===== src/rtl/reset_seq_ctrl_if.sv =====
// rtl/reset_seq_ctrl_if.sv - reset request inputs and staged reset outputs of reset_seq_ctrl
interface reset_seq_ctrl_if;
    logic       btn_rst_n;
    logic       sw_rst_req;
    logic       mem_rst_n;
    logic       reg_rst_n;
    logic       cpu_rst_n;
    logic       sys_ready;
    logic [1:0] rst_cause;

    modport master (
        output btn_rst_n, sw_rst_req,
        input  mem_rst_n, reg_rst_n, cpu_rst_n, sys_ready, rst_cause
    );

    modport slave (
        input  btn_rst_n, sw_rst_req,
        output mem_rst_n, reg_rst_n, cpu_rst_n, sys_ready, rst_cause
    );
endinterface


===== src/rtl/reset_seq_ctrl.sv =====
// rtl/reset_seq_ctrl.sv - staged reset release sequencer with button debounce and warm reset
module reset_seq_ctrl #(
    parameter logic [7:0]  STAGE_DELAY     = 8'd4,
    parameter logic [15:0] DEBOUNCE_CYCLES = 16'd50000
) (
    input  logic              clk,
    input  logic              async_rst_n,
    reset_seq_ctrl_if.slave   rst_if
);
    typedef enum logic [2:0] {
        HOLD = 3'd0,
        MEM  = 3'd1,
        REGS = 3'd2,
        CPU  = 3'd3,
        RUN  = 3'd4
    } state_t;

    localparam logic [7:0]  STAGE_LAST = STAGE_DELAY - 8'd1;
    localparam logic [15:0] DEB_LAST   = DEBOUNCE_CYCLES - 16'd1;

    state_t      state_q, state_d;
    logic [7:0]  stage_cnt_q, stage_cnt_d;
    logic        btn_meta_q, btn_sync_q;
    logic        btn_deb_q, btn_deb_prev_q;
    logic [15:0] deb_cnt_q;
    logic        mem_q, reg_q, cpu_q, ready_q;
    logic [1:0]  cause_q, cause_d;
    logic        btn_evt, warm_hold;

    // A low debounced button keeps the sequence parked, but only its falling edge records a cause.
    assign btn_evt   = btn_deb_prev_q & ~btn_deb_q;
    assign warm_hold = ~btn_deb_q | rst_if.sw_rst_req;

    always_ff @(posedge clk or negedge async_rst_n) begin
        if (!async_rst_n) begin
            btn_meta_q     <= 1'b1;
            btn_sync_q     <= 1'b1;
            btn_deb_q      <= 1'b1;
            btn_deb_prev_q <= 1'b1;
            deb_cnt_q      <= '0;
        end else begin
            btn_meta_q     <= rst_if.btn_rst_n;
            btn_sync_q     <= btn_meta_q;
            btn_deb_prev_q <= btn_deb_q;
            if (btn_sync_q != btn_deb_q) begin
                if (deb_cnt_q == DEB_LAST) begin
                    btn_deb_q <= btn_sync_q;
                    deb_cnt_q <= '0;
                end else begin
                    deb_cnt_q <= deb_cnt_q + 16'd1;
                end
            end else begin
                deb_cnt_q <= '0;
            end
        end
    end

    always_comb begin
        state_d     = state_q;
        stage_cnt_d = stage_cnt_q;
        cause_d     = cause_q;
        if (btn_evt) begin
            cause_d = 2'b01;
        end else if (rst_if.sw_rst_req) begin
            cause_d = 2'b10;
        end
        if (warm_hold) begin
            state_d     = HOLD;
            stage_cnt_d = '0;
        end else begin
            case (state_q)
                HOLD, MEM, REGS, CPU: begin
                    if (stage_cnt_q == STAGE_LAST) begin
                        stage_cnt_d = '0;
                        case (state_q)
                            HOLD:    state_d = MEM;
                            MEM:     state_d = REGS;
                            REGS:    state_d = CPU;
                            default: state_d = RUN;
                        endcase
                    end else begin
                        stage_cnt_d = stage_cnt_q + 8'd1;
                    end
                end
                RUN: stage_cnt_d = '0;
                default: begin
                    state_d     = HOLD;
                    stage_cnt_d = '0;
                end
            endcase
        end
    end

    always_ff @(posedge clk or negedge async_rst_n) begin
        if (!async_rst_n) begin
            state_q     <= HOLD;
            stage_cnt_q <= '0;
            cause_q     <= 2'b00;
            mem_q       <= 1'b0;
            reg_q       <= 1'b0;
            cpu_q       <= 1'b0;
            ready_q     <= 1'b0;
        end else begin
            state_q     <= state_d;
            stage_cnt_q <= stage_cnt_d;
            cause_q     <= cause_d;
            mem_q       <= (state_d == MEM) || (state_d == REGS) || (state_d == CPU) || (state_d == RUN);
            reg_q       <= (state_d == REGS) || (state_d == CPU) || (state_d == RUN);
            cpu_q       <= (state_d == CPU) || (state_d == RUN);
            ready_q     <= (state_d == RUN);
        end
    end

    assign rst_if.mem_rst_n = mem_q;
    assign rst_if.reg_rst_n = reg_q;
    assign rst_if.cpu_rst_n = cpu_q;
    assign rst_if.sys_ready = ready_q;
    assign rst_if.rst_cause = cause_q;
endmodule


===== src/flat_wrapper.sv =====
// flat-port wrapper written by rule: the top's interface ports become plain ports
module reset_seq_ctrl_flat 
#(
    parameter logic [7:0]  STAGE_DELAY     = 8'd4,
    parameter logic [15:0] DEBOUNCE_CYCLES = 16'd50000
)
  (clk, async_rst_n, rst_if_btn_rst_n, rst_if_sw_rst_req, rst_if_mem_rst_n, rst_if_reg_rst_n, rst_if_cpu_rst_n, rst_if_sys_ready, rst_if_rst_cause);
  reset_seq_ctrl_if rst_if_i ();
  input  logic clk;
  input  logic async_rst_n;
  input wire logic [$bits(rst_if_i.btn_rst_n)-1:0] rst_if_btn_rst_n;
  input wire logic [$bits(rst_if_i.sw_rst_req)-1:0] rst_if_sw_rst_req;
  output wire logic [$bits(rst_if_i.mem_rst_n)-1:0] rst_if_mem_rst_n;
  output wire logic [$bits(rst_if_i.reg_rst_n)-1:0] rst_if_reg_rst_n;
  output wire logic [$bits(rst_if_i.cpu_rst_n)-1:0] rst_if_cpu_rst_n;
  output wire logic [$bits(rst_if_i.sys_ready)-1:0] rst_if_sys_ready;
  output wire logic [$bits(rst_if_i.rst_cause)-1:0] rst_if_rst_cause;
  assign rst_if_i.btn_rst_n = rst_if_btn_rst_n;
  assign rst_if_i.sw_rst_req = rst_if_sw_rst_req;
  assign rst_if_mem_rst_n = rst_if_i.mem_rst_n;
  assign rst_if_reg_rst_n = rst_if_i.reg_rst_n;
  assign rst_if_cpu_rst_n = rst_if_i.cpu_rst_n;
  assign rst_if_sys_ready = rst_if_i.sys_ready;
  assign rst_if_rst_cause = rst_if_i.rst_cause;
  reset_seq_ctrl #(.STAGE_DELAY(STAGE_DELAY), .DEBOUNCE_CYCLES(DEBOUNCE_CYCLES)) u_core (.clk(clk), .async_rst_n(async_rst_n), .rst_if(rst_if_i));
endmodule

===== config.mk =====
export PLATFORM = sky130hd
export DESIGN_NAME = reset_seq_ctrl_flat
export DESIGN_NICKNAME = d
export VERILOG_FILES = /design/src/rtl/reset_seq_ctrl_if.sv /design/src/rtl/reset_seq_ctrl.sv /design/src/flat_wrapper.sv
export SDC_FILE = /design/constraint.sdc
export NUM_CORES = 1
export LEC_CHECK = 0
export BUFFER_PORTS_ARGS = -buffer_cell sky130_fd_sc_hd__buf_2
export CORE_UTILIZATION = 40
export CTS_BUF_LIST = sky130_fd_sc_hd__clkbuf_2
export DETAILED_ROUTE_END_ITERATION = 10
export SLEW_MARGIN = 10
export SYNTH_ARGS = -nofsm -noshare
export SYNTH_HDL_FRONTEND = slang
export SYNTH_SLANG_ARGS = --single-unit

===== constraint.sdc =====
create_clock -name clk -period 1.51 [get_ports clk]
set_clock_uncertainty 0.05 [all_clocks]
set_input_delay 0.0755 -clock clk [delete_from_list [all_inputs] [get_ports clk]]
set_output_delay 0.0755 -clock clk [all_outputs]
set_load 0.02 [all_outputs]

# After elaboration in Yosys (flattened, before gate mapping)
# Cells that the tools add are included.
[word_totals]
reg_bits = 37
input_bits = 4
out_inout_bits = 6
word_cells = 49
[op_classes]
add_sub_neg = 2
n_eq_ne = 11
mux = 11
n_bitwise = 3
n_reduce_logical = 10
[ops]
columns = ["operator", "n"]
rows = [
  ["16-bit two-way mux", 2],
  ["8-bit two-way mux", 3],
  ["16-bit by 1-bit adder with 16-bit output, second input constant", 1],
  ["16-bit == test, second input constant", 1],
  ["3-bit by 2-bit == test with 1-bit output, second input constant", 4],
  ["3-bit case mux with 3 select lines", 1],
  ["8-bit by 1-bit adder with 8-bit output, second input constant", 1],
  ["8-bit by 2-bit == test with 1-bit output, second input constant", 1],
  ["3-bit by 1-bit == test with 1-bit output, second input constant", 2],
  ["3-bit == test, second input constant", 2],
  ["1-bit logical OR", 6],
  ["3-bit two-way mux", 2],
  ["3-bit case mux with 2 select lines", 1],
  ["2-bit two-way mux", 2],
  ["4-bit OR reduction", 1],
  ["3-bit zero test", 1],
  ["2-bit AND reduction", 1],
  ["2-bit nonzero test", 1],
  ["1-bit bitwise AND", 1],
  ["1-bit != test", 1],
  ["1-bit NOT", 1],
  ["1-bit bitwise OR", 1],
]

# Logic depth before layout (Yosys ltp)
[depth]
ltp_word = 9
mapped_depth = 6
ltp_nobuf = 5

# Worst setup path after synthesis
# OpenSTA, ideal clock, no wires.
[synth_path]
path_kind = "flip-flop to flip-flop"
from = "register u_core.deb_cnt_q[0]"
to = "register u_core.deb_cnt_q[14]"
arrival_ps = 1306
t_required_ps = 1341
slack_ps = 35
stages_incl_launch_ff = 7
n_path_buf = 1
period_less_slack_ps = 1475
cell_sequence = "dfrtp_1 ha_1 and3_1 nand4_1 nand2_2 buf_6 nor2_1"
[synth_via]
elab_chain_len = 3
elab_cells_between_ends = 4
cone_classes = "1 x add/sub; 1 x eq/ne; 2 x mux"
[synth_lines]
columns = ["element", "line", "text"]
rows = [
  ["from (decl)", "reset_seq_ctrl.sv:25", "logic [15:0] deb_cnt_q;"],
  ["from (signal assigned)", "reset_seq_ctrl.sv:50", "deb_cnt_q <= deb_cnt_q + 16'd1;"],
  ["16-bit by 1-bit adder with 16-bit output or 16-bit == test (tied branches)", "reset_seq_ctrl.sv:50, reset_seq_ctrl.sv:46", ""],
  ["16-bit two-way mux *", "reset_seq_ctrl.sv:46", "if (deb_cnt_q == DEB_LAST) begin"],
  ["16-bit two-way mux *", "reset_seq_ctrl.sv:45", "if (btn_sync_q != btn_deb_q) begin"],
]
# Every way passes the cells marked *; elsewhere a longest branch is shown, timed or not.
# A chain may end at the register's enable or synchronous reset.

# Worst setup path in the final report
[layout_path]
from = "register u_core.deb_cnt_q[1]"
to = "register u_core.deb_cnt_q[3]"
# Same word-level chain as after synthesis.

==> qor.txt <==
HPWL Detailed - 2260 microns
top cell type's share of synthesized area - 46.2%
Pins Over Slew Limit - 0
clk root buf - clkbuf_2
top cell type by total area after synthesis - dfrtp_1
CTS sink cnt - 37
Leak - 0.980 nW
Syn Nets - 162
# rows - 23
Cells after Synth - 156
Synth Warn # - 0
layout cells sized above 1 - 39.3%
Worst setup EP type - flip-flop
maximum vdd ir drop - 0.000475 V
core area - 0.00414 sq mm
f_max - 703 MHz
Switching Power - 0.367 mW
vias per inst - 4.98
die width - 68.9 microns
Main synth FF type - dfrtp_1
top cells by count, synth - dfrtp_1 (33), nor2_1 (23), xnor2_1 (13)
Remaining DRCs - 0
count of final hold-check violations - 0
vias - 1249
most common cell in the synthesized netlist - dfrtp_1
register area share after synthesis - 52.1%
antenna violations before repair - 0
Power Dens Cells - 688 mW/mm^2
clock-pin slew on the worst setup and hold paths - 0.17 ns
GRT Total Usage - 16.7%
IO Port Bufs - 9
Slew HR - 73.6%
Setup violations, final - 0
vias in the first global route - 1261
largest net degree at the start of global routing - 22
antenna cell count - 0
CP required - 1.77 ns
final worst path period share - 94.2%
Reg power frac - 66.3%
placed cell areas - 0.00206 sq mm
total power - 1.53 mW
post-route minimum period - 1.42 ns
Worst EP arrival - 1.68 ns
Final Cell Area - 0.00222 sq mm
PnR worst setup slack - 0.0874 ns
TritonCTS Buffers - 5
EDFF count, synth - 0
Fill cells - 376
clock share of power - 28.8%
drt total wl - 3240 microns
FF-to-FF setup slack - 0.09 ns
run status - finished, final reports clean
Max Cap Viol - 0
1st-iter DRT viols - 71
antenna viol nets, final - 0
Place WS - 0.00862 ns
Worst Tran Pin Value - 0.396 ns
P_int - 1.16 mW
Gate power share - 4.9%
Initial Util - 43.1%
die area - 0.00474 sq mm
CTS tree - built
type of origin of the critical path - flip-flop
Mean Syn Cell Area - 11.5 sq um
Die Ht - 68.9 microns
first-pass GRT wire length - 5670 microns
Placer Congestion - 0.789
nets - 206
Area Growth Syn to Fin - 24.3%
Max FO, Critical Path - 7
hold crit path type - in -> async
Netlist Area Pre-Place - 0.00179 sq mm
later-pin clock latency in the skew report - 0.38 ns
Synth Register Bits - 37
Async S/R FF share, synth - 100%
clk buf depth - 2
unrepaired setup endpoints after global routing - true
synth top area cells - dfrtp_1 (46%), xnor2_1 (6.4%), dfstp_2 (5.9%)
WL/cell - 12.9 microns
TritonRoute pass-1 iters - 4
Top-Level Pins - 10
Hold WS - 0.0765 ns
Reg2Reg Depth - 6
crit path kind - reg -> reg
FF-to-FF Start - u_core.deb_cnt_q[1]
RR Endpoint - u_core.deb_cnt_q[3]
Max H-tree Level - 2
switching share of power - 24.0%
Synth cell types - 33
GRT overflow - 0
cells by family (layout without fill, tap and decap cells):
group                      count (synthesis)  in the layout  synth area share, %
buffers and inverters                      8             53                 2.52
and+or+nand+nor                           76             76                 29.5
xor gates and xnor gates                  22             22                 10.8
DFF                                       37             37                 52.1
muxes                                      1              1                0.630
AOI/OAI and AO/OA                         10             10                 3.08
adders and majority gates                  2              2                 1.40
power groups by stage:
stage	Sequential, mW	Combinational (mW)	Clock, mW
global route	1.02	0.0851	0.496
CTS	1.01	0.0730	0.463
floorplan	1.03	0.0194	0
finish	1.01	0.0748	0.440
detailed placement	1.03	0.0667	0
global placement	1.03	0.0650	0
state kept, by name (all words and copies together) (netlist names):
signal,cells
u_core.deb_cnt_q,16
u_core.stage_cnt_q,8
u_core.state_q,3
u_core.rst_if.rst_cause,2
u_core.btn_deb_prev_q,1
u_core.btn_deb_q,1
u_core.btn_meta_q,1
u_core.btn_sync_q,1
u_core.rst_if.cpu_rst_n,1
u_core.rst_if.mem_rst_n,1
u_core.rst_if.reg_rst_n,1
u_core.rst_if.sys_ready,1
worst max-delay path: stages (launching register included):
cell     delay, ns
dfrtp_1       0.44
ha_4          0.19
and3_4        0.18
nand4_1       0.15
nand2_2       0.09
buf_6         0.14
nor2_1        0.12
layout by cell type, fill, tap and decap left out, types with 4 or more instances in the layout:
cell      Yosys  final
nand2_1       7      7
nor2_1       23     22
clkbuf_2      0      7
dfstp_2       4      4
nand3_1       9      9
inv_1         6      6
nor4_4        3      4
buf_2         0      9
xnor2_1      13     13
nor2_2        6      7
xor2_1        9      9
dfrtp_1      33     30
a21oi_1       6      6
buf_4         0     24
worst max-delay path by stage:
stage               slack, ns  cells after the start           startpoint                     to
floorplan                0.04                      6  u_core.deb_cnt_q[0]   u_core.deb_cnt_q[14]
global placement         0.03                      5     u_core.btn_deb_q  u_core.stage_cnt_q[4]
detailed placement      0.009                      5     u_core.btn_deb_q  u_core.stage_cnt_q[2]
CTS                      0.02                      6  u_core.deb_cnt_q[0]   u_core.deb_cnt_q[11]
global route            -0.02                      6  u_core.deb_cnt_q[1]   u_core.deb_cnt_q[11]
finish                   0.09                      6  u_core.deb_cnt_q[1]    u_core.deb_cnt_q[3]
routing by layer:
| metal | vias to the layer above | share of wire [%] | global-route usage (%) |
|---|---|---|---|
| met5 | - | 0 | 0 |
| met4 | 0 | 1.6 | 9.44 |
| met3 | 5 | 3.1 | 3.95 |
| met2 | 15 | 45 | 25.4 |
| met1 | 613 | 50 | 21.8 |
| li1 | 616 | - | - |
area by class of cell:
type / count / area (sq um) / area share, %
clock buffer: 7 / 35.0 / 1.58
clock inverter: 1 / 3.75 / 0.169
inverter: 6 / 22.5 / 1.01
multi-input combinational: 111 / 866 / 39.0
sequential: 37 / 935 / 42.1
tap: 50 / 62.6 / 2.82
timing repair buffer: 39 / 298 / 13.4
repair_timing:
action                                  in CTS  in global routing
setup buffers                                1                  5
pin swaps                                    1                  6
endpoints found under the hold margin       39                  0
hold buffers                                 3                  0
cloned                                       0                  0
endpoints found under the setup margin       7                 28
gates resized for setup                      2                 13
through the flow:
stage / TNS, ns / utilization [%] / cells
2_1_floorplan: 0 / - / 156
3_3_place_gp: 0 / 49.8 / 235
3_5_place_dp: 0 / 49.8 / 235
4_1_cts: 0 / 51.3 / 246
5_1_grt: -0.0875 / 53.6 / 251
6_report: 0 / 53.6 / 251
No activity file was read; power rests on OpenSTA's default activity.
